===== config.mk =====
export PLATFORM = sky130hd
export DESIGN_NAME = decode_round_scheduler
export DESIGN_NICKNAME = d
export VERILOG_FILES = /design/src/rtl/helios_sched_pkg.sv /design/src/rtl/frame_pingpong_buffer.sv /design/src/rtl/decode_round_scheduler.sv
export SDC_FILE = /design/constraint.sdc
export NUM_CORES = 1
export LEC_CHECK = 0
export BUFFER_PORTS_ARGS = -buffer_cell sky130_fd_sc_hd__clkbuf_2
export CORE_UTILIZATION = 45
export DETAILED_ROUTE_END_ITERATION = 10
export PLACE_DENSITY = 0.66
export SKIP_CTS_REPAIR_TIMING = 1
export SYNTH_ARGS = -nofsm -noshare
export SYNTH_HDL_FRONTEND = slang
export SYNTH_SLANG_ARGS = --single-unit

===== constraint.sdc =====
create_clock -name clk -period 5.6 [get_ports clk]
set_input_delay 0.56 -clock clk [delete_from_list [all_inputs] [get_ports clk]]
set_output_delay 0.56 -clock clk [all_outputs]
set_load 0.01 [all_outputs]

===== src/rtl/helios_sched_pkg.sv =====
// Shared types and geometry helpers for the Helios decode round scheduler.
// Optional watchdog is enabled with the HELIOS_SCHED_WATCHDOG_EN macro.
package helios_sched_pkg;

  typedef enum logic [2:0] {
    IDLE,
    START,
    CLEAR,
    WAIT,
    REPORT
  } sched_state_t;

  localparam logic [7:0] TIMEOUT_ITERATIONS = 8'hFF;

  function automatic int measurement_rounds(input int dist_x, input int dist_z);
    return (dist_x > dist_z) ? dist_x : dist_z;
  endfunction

  function automatic int layer_width(input int dist_x, input int dist_z);
    return dist_x * dist_z;
  endfunction

  function automatic int pu_count(input int dist_x, input int dist_z);
    return dist_x * dist_z * measurement_rounds(dist_x, dist_z);
  endfunction

endpackage


===== src/rtl/frame_pingpong_buffer.sv =====
// Two-entry frame store: layers fill one frame while the other is held for dispatch.
module frame_pingpong_buffer #(
  parameter int  LAYER_W = 20,
  parameter int  ROUNDS  = 5,
  localparam int FRAME_W = LAYER_W * ROUNDS,
  localparam int IDX_W   = (ROUNDS > 1) ? $clog2(ROUNDS) : 1
) (
  input  logic               clk,
  input  logic               reset,
  input  logic               i_wr_en,
  input  logic [LAYER_W-1:0] i_wr_data,
  input  logic               i_free,
  output logic               o_fill_empty,
  output logic [1:0]         o_full_count,
  output logic [FRAME_W-1:0] o_disp_data
);

  localparam logic [IDX_W-1:0] LAST_IDX = IDX_W'(ROUNDS - 1);

  logic [FRAME_W-1:0] r_frame [2];
  logic [1:0]         r_full;
  logic               r_fill_ptr;
  logic               r_disp_ptr;
  logic [IDX_W-1:0]   r_layer_idx;

  // Writes only ever target an empty buffer and frees only a full one, so the
  // two pointers never collide on the same full flag in one cycle.
  always_ff @(posedge clk) begin
    if (!reset) begin
      r_frame[0]  <= '0;
      r_frame[1]  <= '0;
      r_full      <= '0;
      r_fill_ptr  <= 1'b0;
      r_disp_ptr  <= 1'b0;
      r_layer_idx <= '0;
    end else begin
      if (i_wr_en) begin
        r_frame[r_fill_ptr][r_layer_idx*LAYER_W +: LAYER_W] <= i_wr_data;
        if (r_layer_idx == LAST_IDX) begin
          r_full[r_fill_ptr] <= 1'b1;
          r_fill_ptr         <= ~r_fill_ptr;
          r_layer_idx        <= '0;
        end else begin
          r_layer_idx <= r_layer_idx + 1'b1;
        end
      end
      if (i_free) begin
        r_full[r_disp_ptr] <= 1'b0;
        r_disp_ptr         <= ~r_disp_ptr;
      end
    end
  end

  assign o_fill_empty = ~r_full[r_fill_ptr];
  assign o_full_count = 2'(r_full[0]) + 2'(r_full[1]);
  assign o_disp_data  = r_frame[r_disp_ptr];

endmodule


===== src/rtl/decode_round_scheduler.sv =====
// Dispatches buffered syndrome frames to the decoder and reports per-frame results.
// Define HELIOS_SCHED_WATCHDOG_EN to abort frames the decoder never finishes.
module decode_round_scheduler
  import helios_sched_pkg::*;
#(
  parameter int  CODE_DISTANCE_X = 5,
  parameter int  CODE_DISTANCE_Z = 4,
  parameter int  TIMEOUT_CYCLES  = 4096,
  localparam int ROUNDS   = measurement_rounds(CODE_DISTANCE_X, CODE_DISTANCE_Z),
  localparam int LAYER_W  = layer_width(CODE_DISTANCE_X, CODE_DISTANCE_Z),
  localparam int PU_COUNT = pu_count(CODE_DISTANCE_X, CODE_DISTANCE_Z)
) (
  input  logic                clk,
  input  logic                reset,
  input  logic                layer_valid,
  output logic                layer_ready,
  input  logic [LAYER_W-1:0]  layer_data,
  output logic                dec_new_round_start,
  output logic [PU_COUNT-1:0] dec_measurements,
  input  logic                dec_result_valid,
  input  logic [7:0]          dec_iteration_counter,
  input  logic [31:0]         dec_cycle_counter,
  output logic                done_valid,
  input  logic                done_ready,
  output logic [7:0]          done_frame_id,
  output logic [7:0]          done_iterations,
  output logic [31:0]         done_cycles,
  output logic                done_timeout
);

  localparam logic [31:0] TIMEOUT_LIMIT = 32'(TIMEOUT_CYCLES);

  sched_state_t r_state;
  logic         r_start;
  logic         r_done_valid;
  logic         r_done_timeout;
  logic [7:0]   r_frame_id;
  logic [7:0]   r_iterations;
  logic [31:0]  r_cycles;

  logic         w_fill_empty;
  logic [1:0]   w_full_count;
  logic         w_accept;
  logic         w_free;
  logic         w_wd_expired;
  logic [31:0]  w_wd_next;

  assign w_accept = layer_valid && w_fill_empty;
  assign w_free   = (r_state == REPORT) && done_ready;

  frame_pingpong_buffer #(
    .LAYER_W (LAYER_W),
    .ROUNDS  (ROUNDS)
  ) u_buffer (
    .clk          (clk),
    .reset        (reset),
    .i_wr_en      (w_accept),
    .i_wr_data    (layer_data),
    .i_free       (w_free),
    .o_fill_empty (w_fill_empty),
    .o_full_count (w_full_count),
    .o_disp_data  (dec_measurements)
  );

`ifdef HELIOS_SCHED_WATCHDOG_EN
  logic [31:0] r_wd_count;

  assign w_wd_next    = r_wd_count + 32'd1;
  assign w_wd_expired = ((r_state == CLEAR) || (r_state == WAIT)) && (w_wd_next == TIMEOUT_LIMIT);

  always_ff @(posedge clk) begin
    if (!reset || (r_state == START)) begin
      r_wd_count <= '0;
    end else if ((r_state == CLEAR) || (r_state == WAIT)) begin
      r_wd_count <= w_wd_next;
    end
  end
`else
  // Without the watchdog the timeout branch below can never be taken.
  assign w_wd_next    = TIMEOUT_LIMIT;
  assign w_wd_expired = 1'b0;
`endif

  // CLEAR exists to let the previous frame's result_valid fall before WAIT
  // starts looking for a fresh result.
  always_ff @(posedge clk) begin
    if (!reset) begin
      r_state        <= IDLE;
      r_start        <= 1'b0;
      r_done_valid   <= 1'b0;
      r_done_timeout <= 1'b0;
      r_frame_id     <= '0;
      r_iterations   <= '0;
      r_cycles       <= '0;
    end else begin
      r_start <= 1'b0;
      case (r_state)
        IDLE: begin
          if (w_full_count != 2'd0) begin
            r_state <= START;
            r_start <= 1'b1;
          end
        end
        START: r_state <= CLEAR;
        CLEAR: begin
          if (w_wd_expired) begin
            r_state        <= REPORT;
            r_done_valid   <= 1'b1;
            r_done_timeout <= 1'b1;
            r_iterations   <= TIMEOUT_ITERATIONS;
            r_cycles       <= w_wd_next;
          end else if (!dec_result_valid) begin
            r_state <= WAIT;
          end
        end
        WAIT: begin
          if (dec_result_valid) begin
            r_state        <= REPORT;
            r_done_valid   <= 1'b1;
            r_done_timeout <= 1'b0;
            r_iterations   <= dec_iteration_counter;
            r_cycles       <= dec_cycle_counter;
          end else if (w_wd_expired) begin
            r_state        <= REPORT;
            r_done_valid   <= 1'b1;
            r_done_timeout <= 1'b1;
            r_iterations   <= TIMEOUT_ITERATIONS;
            r_cycles       <= w_wd_next;
          end
        end
        REPORT: begin
          if (done_ready) begin
            r_state      <= IDLE;
            r_done_valid <= 1'b0;
            r_frame_id   <= r_frame_id + 8'd1;
          end
        end
        default: r_state <= IDLE;
      endcase
    end
  end

  assign layer_ready         = w_fill_empty;
  assign dec_new_round_start = r_start;
  assign done_valid          = r_done_valid;
  assign done_frame_id       = r_frame_id;
  assign done_iterations     = r_iterations;
  assign done_cycles         = r_cycles;
  assign done_timeout        = r_done_timeout;

endmodule


### Yosys cells after proc, flatten, opt, wreduce, memory -nomap -nowiden

Memory sizes are Yosys's and may differ from the RTL's. A register that Yosys moved wholly into a read port is not among the register bits.
Index checks and enable logic that the tools add are counted.

| word-level totals | value |
|---|---|
| output and inout bits | 152 |
| input port bits | 65 |
| memories | 1 |
| bits in writable memories | 200 |
| word-level logic and storage cells | 80 |
| bits in registers | 60 |

| cells by class | value |
|---|---|
| mux-type cells | 29 |
| shifts and indexed selects | 2 |
| reduce and logical (&&, ||, !) cells | 14 |
| magnitude comparators | 4 |
| equality and inequality tests | 9 |
| add/subtract/negate cells | 4 |
| $mul | 1 |
| bitwise operators | 6 |

Memories:

| name | depth | bits a word | rd ports | clocked after Yosys merged registers in | write ports | RTL line | source |
|---|---|---|---|---|---|---|---|
| u_buffer.r_frame | 2 | 100 | 1 | 1 | 2 | frame_pingpong_buffer.sv:20 | `logic [FRAME_W-1:0] r_frame [2];` |

Operator list:

| kind | number |
|---|---|
| $mux 100 | 3 |
| $reduce_or 100->1 | 1 |
| $shift 20x34->100 const A | 1 |
| $shiftx 20x34->100 | 1 |
| $neg 8->34 | 1 |
| $mux 3 | 5 |
| $pmux 3 s5 | 1 |
| $mux 1 | 13 |
| $add 8x1->8 const B | 1 |
| $mux 2 | 4 |
| $ne 2x2->1 const B | 4 |
| $reduce_and 2->1 | 4 |
| $eq 3x2->1 const B | 2 |
| $eq 3x3->1 const B | 2 |
| $mul 3x3->6 const B | 1 |
| $logic_and 1x1->1 | 4 |
| $lt 1x2->1 const B | 2 |
| $reduce_and 4->1 | 1 |
| $reduce_bool 2->1 | 2 |
| $add 3x1->3 const B | 1 |
| $eq 3x1->1 const B | 1 |
| $logic_not 3->1 | 1 |
| $not 1->1 | 3 |
| $reduce_and 3->1 | 1 |
| 7 further kinds | 9 |

### Logic depth before layout (Yosys ltp)

| logic depth | value |
|---|---|
| word-level depth | 10 |
| gate-level depth with buffers | 14 |
| mapped depth without buffers | 11 |

### By module

From an unflattened synthesis, not the netlist that was laid out.

| second synthesis, totals | value |
|---|---|
| cells, all modules | 1267 |
| area, all modules | 13441.6 um^2 |

By module, submodules not included:

| module | times used | area an instance (um^2) | sequential area each (um^2) | cells each |
|---|---|---|---|---|
| frame_pingpong_buffer | 1 | 11492.3 | 6165.9 | 1028 |
| decode_round_scheduler | 1 | 1949.4 | 1061.0 | 239 |

### Worst setup path after synthesis

OpenSTA, ideal clock, no wires.

| timing | value |
|---|---|
| path type | register to register |
| from | register u_buffer.r_layer_idx[2] |
| to | memory u_buffer.r_frame[0][10] (netlist bit), enable pin |
| slack | 1744 ps |
| clock period less this slack | 3856 ps |
| path buffers | 4 |
| setup time | 300 ps |
| cell stages (with the launch flop) | 15 |
| data required time | 5300 ps |
| data arrival time | 3555 ps |
| cell sequence | dfxtp_1 > ha_1 > ha_1 > inv_1 > ha_1 > clkbuf_1 > clkbuf_1 > nor2_1 > ha_1 > clkbuf_1 > or4_1 > buf_2 > nor3_1 > nand2b_1 > a31o_2 |

RTL lines:

| what | RTL line | source |
|---|---|---|
| start: declaration | frame_pingpong_buffer.sv:24 | `logic [IDX_W-1:0] r_layer_idx;` |
| start signal: assignment | frame_pingpong_buffer.sv:44 | `r_layer_idx <= r_layer_idx + 1'b1;` |
| end: declaration | frame_pingpong_buffer.sv:20 |  |

==> reports/results.tsv <==
metric	value	unit
clk sink count	261	
layout cell share with drive strength beyond 1	27.8	%
Post-Syn Area per Cell	10.4	sq um
setup TNS	0	ps
largest net degree at the start of global routing	67	
Layout area overhead	17.4	%
largest fanout on the critical path	41	
sequential-to-total area share from yosys stat	53.9	%
Slew Viols, Final	0	
Crit. End Element	flop	
crit share post-route	78.8	%
cell taking the most area after synthesis	edfxtp_1	
worst path required time	5770	ps
GRT overflow	0	
Worst path max stage delay	960	ps
area share of the largest cell type after synthesis	44.8	%
post-synthesis async set-or-reset flop share	0	%
Pint	0.00345	W
# DRC	0	
DP HPWL	28.2	mm
DR WL/cell	20.1	microns
fin crit period	4410	ps
yosys warns	0	
Worst Path Arrival	4580	ps
mux contribution to synthesized area	11.0	%
Slew Limit Headroom	26.8	%
largest family of logic cells by synthesized area	simple AND/OR/NAND/NOR gates	
post-synthesis cell count	1291	
Final Hold Viols	0	
Worst Setup Start Kind	flop	
Site Rows	62	
synthesized cell area	13400	sq um
Final setup viols	0	
CP max stage cell	ha_1	
worst path cell trace	buf_4 -> inv_2 -> ha_1 -> xor2_1 -> buf_4 -> nor2_1 -> and3b_1 -> o21ai_0 -> o21ai_0	
initial antenna violation count	1	
Setup CP Type	reg -> reg	
worst min path class	in -> reg	
final wirelength	37.8	mm
worst vdd ir	0.258	mV
Clock H-tree levels	1	
placed inst area	14800	sq um
FILL cells	2587	
number of synthesized register bits	261	
I/O pins	217	
top cells by count, synth	edfxtp_1 (200), nor2_1 (194), nand2_1 (172)	
post-route ant nets	0	
Seq pwr share	44.9	%
root buf cell	clkbuf_16	
worst slew pin tran	1100	ps
Final nets	1550	
Netlist cell types	73	
die area	30500	sq um
DIE HEIGHT	175	microns
vias in the first global route	10300	
CTS tree	done	
initial drt markers	1021	
Max-Cap Viols	0	
port bufs	215	
final instance area	15800	sq um
Post-Place Worst Slack	1280	ps
via/cell ratio	5.71	
total power	0.00480	W
fin cells	1883	
status	finished clean	
Logic pwr share	16.9	%
unrepaired setup endpoints after global routing	no	
largest cells by area after synthesis	edfxtp_1 (45%), mux2_2 (9.8%), dfxtp_1 (9.1%), nor2_1 (5.4%), nand2_1 (4.8%)	
Antenna diodes	0	
syn nets	1364	
pwr dens	304	nW/um^2
core area	29000	sq um
Pleak	5.87	nW
Most used DFF post-synth	edfxtp_1	
Num CTS Buffers	28	
Total GRT Usage	24.5	%
Die W	175	microns
Reg clk slew, reported paths	60	ps
CTS max path bufs	3	
power share of the clock group	38.2	%
first-pass GRT wire length	58.1	mm
worst setup margin	1190	ps
Initial DRT Pass Iterations	9	
Synth Area in XOR/XNOR	1.04	%
Synth Area in Compound Gates	10.9	%
P_sw	0.00135	W
cell count after placement	1831	
Initial Util	46.3	%
DR vias	10700	
most numerous cell in the Yosys netlist	edfxtp_1	
Final Wtd Congestion	1.01	
number of flops mapped to enable cells by yosys	200	
Max Clock Skew	11.5	ps
Max Clock Freq	227	MHz
Post-Synth Simple-Gate Area	19.7	%
switching part of the total	28.0	%
Worst-Skew Late Latency	540	ps
post-synthesis adder-cell area fraction	0.746	%
[through the flow]
| stage | utilization [%] | hold WS, ps |
|---|---|---|
| 3_5_place_dp | 51.1 | 458 |
| 5_1_grt | 54.3 | 235 |
| 4_1_cts | 54.3 | 231 |
| 6_report | 54.3 | 244 |
| 2_1_floorplan | - | 485 |
| 3_3_place_gp | 51.1 | 451 |
[layer usage]
| layer | global-route usage (%) | routed length, microns | vias up |
|---|---|---|---|
| met5 | 0 | 11 | - |
| met4 | 10.4 | 1600 | 2 |
| met3 | 5.29 | 3350 | 99 |
| met2 | 39.6 | 17300 | 544 |
| met1 | 31.8 | 15600 | 5037 |
| li1 | - | - | 5066 |
[flip-flops by register name (all words and copies together) (netlist names), named ones only]
name and cells:
u_buffer.r_fill_ptr 1, u_buffer.r_full 2, done_frame_id 8, u_buffer.r_disp_ptr 1, r_state 3, done_iterations 8
u_buffer.r_layer_idx 3, done_valid 1, done_cycles 32, dec_new_round_start 1, u_buffer.r_frame 200
[cells by family after synthesis]
kind of cell,count (synthesis)
AO/OA/AOI/OAI,210
XOR/XNOR,16
adder cells (fa/ha/maj),8
buffers and inverters,91
flip-flops,261
multiplexers,133
other,1
AND/OR/NAND/NOR,571
[path summary, 6_finish.rpt]
kind	start	to	slack [ps]	depth (start not counted)
hold reg to reg	done_cycles[13]	done_cycles[13]	460	2
hold / removal	dec_cycle_counter[14]	done_cycles[14]	240	3
setup / recovery	u_buffer.r_layer_idx[0]	u_buffer.r_frame[0][69]	1190	9
setup reg to reg	u_buffer.r_layer_idx[0]	u_buffer.r_frame[0][69]	1190	9
[placed cells by master (no fill, tap or decap), drive strengths merged, types with 11 or more instances in the layout]
cell type,n
clkbuf,251
inv,13
nor2,194
nand4,20
o21ai,41
nand2,172
nor3,25
buf,22
a21boi,45
mux2i,16
a32oi,11
nor2b,28
a22oi,12
mux2,117
a21oi,26
edfxtp,200
dfxtp,61
nand3,48
and2,28
[power by group through the flow]
stage | Clock [W] | Combinational [W] | Sequential (W)
global placement | 0 | 0.000784 | 0.00219
finish | 0.00183 | 0.000810 | 0.00215
floorplan | 0 | 0.000510 | 0.00219
CTS | 0.00186 | 0.000786 | 0.00215
global route | 0.00194 | 0.000862 | 0.00216
detailed placement | 0 | 0.000782 | 0.00219
[worst max-delay path: cells and delay by family, from the launching register on]
kind            cells  cell delay [ps]
compound gates      2              830
flops               1              310
simple gates        2              900
fa+ha+maj           1              960
buf+inv             3              900
xor+xnor            1              140
[layout make-up]
cell class                 instances  area (sq um)  share of cell area, %
clock buffer                      37           786                   4.99
clock inverter                    15           146                  0.929
inverter                          11          41.3                  0.262
multi-input combinational        939          5840                   37.1
sequential                       261          7230                   45.9
tap                              384           480                   3.05
timing repair buffer             236          1230                   7.83
(Power assumes the default switching activity.)
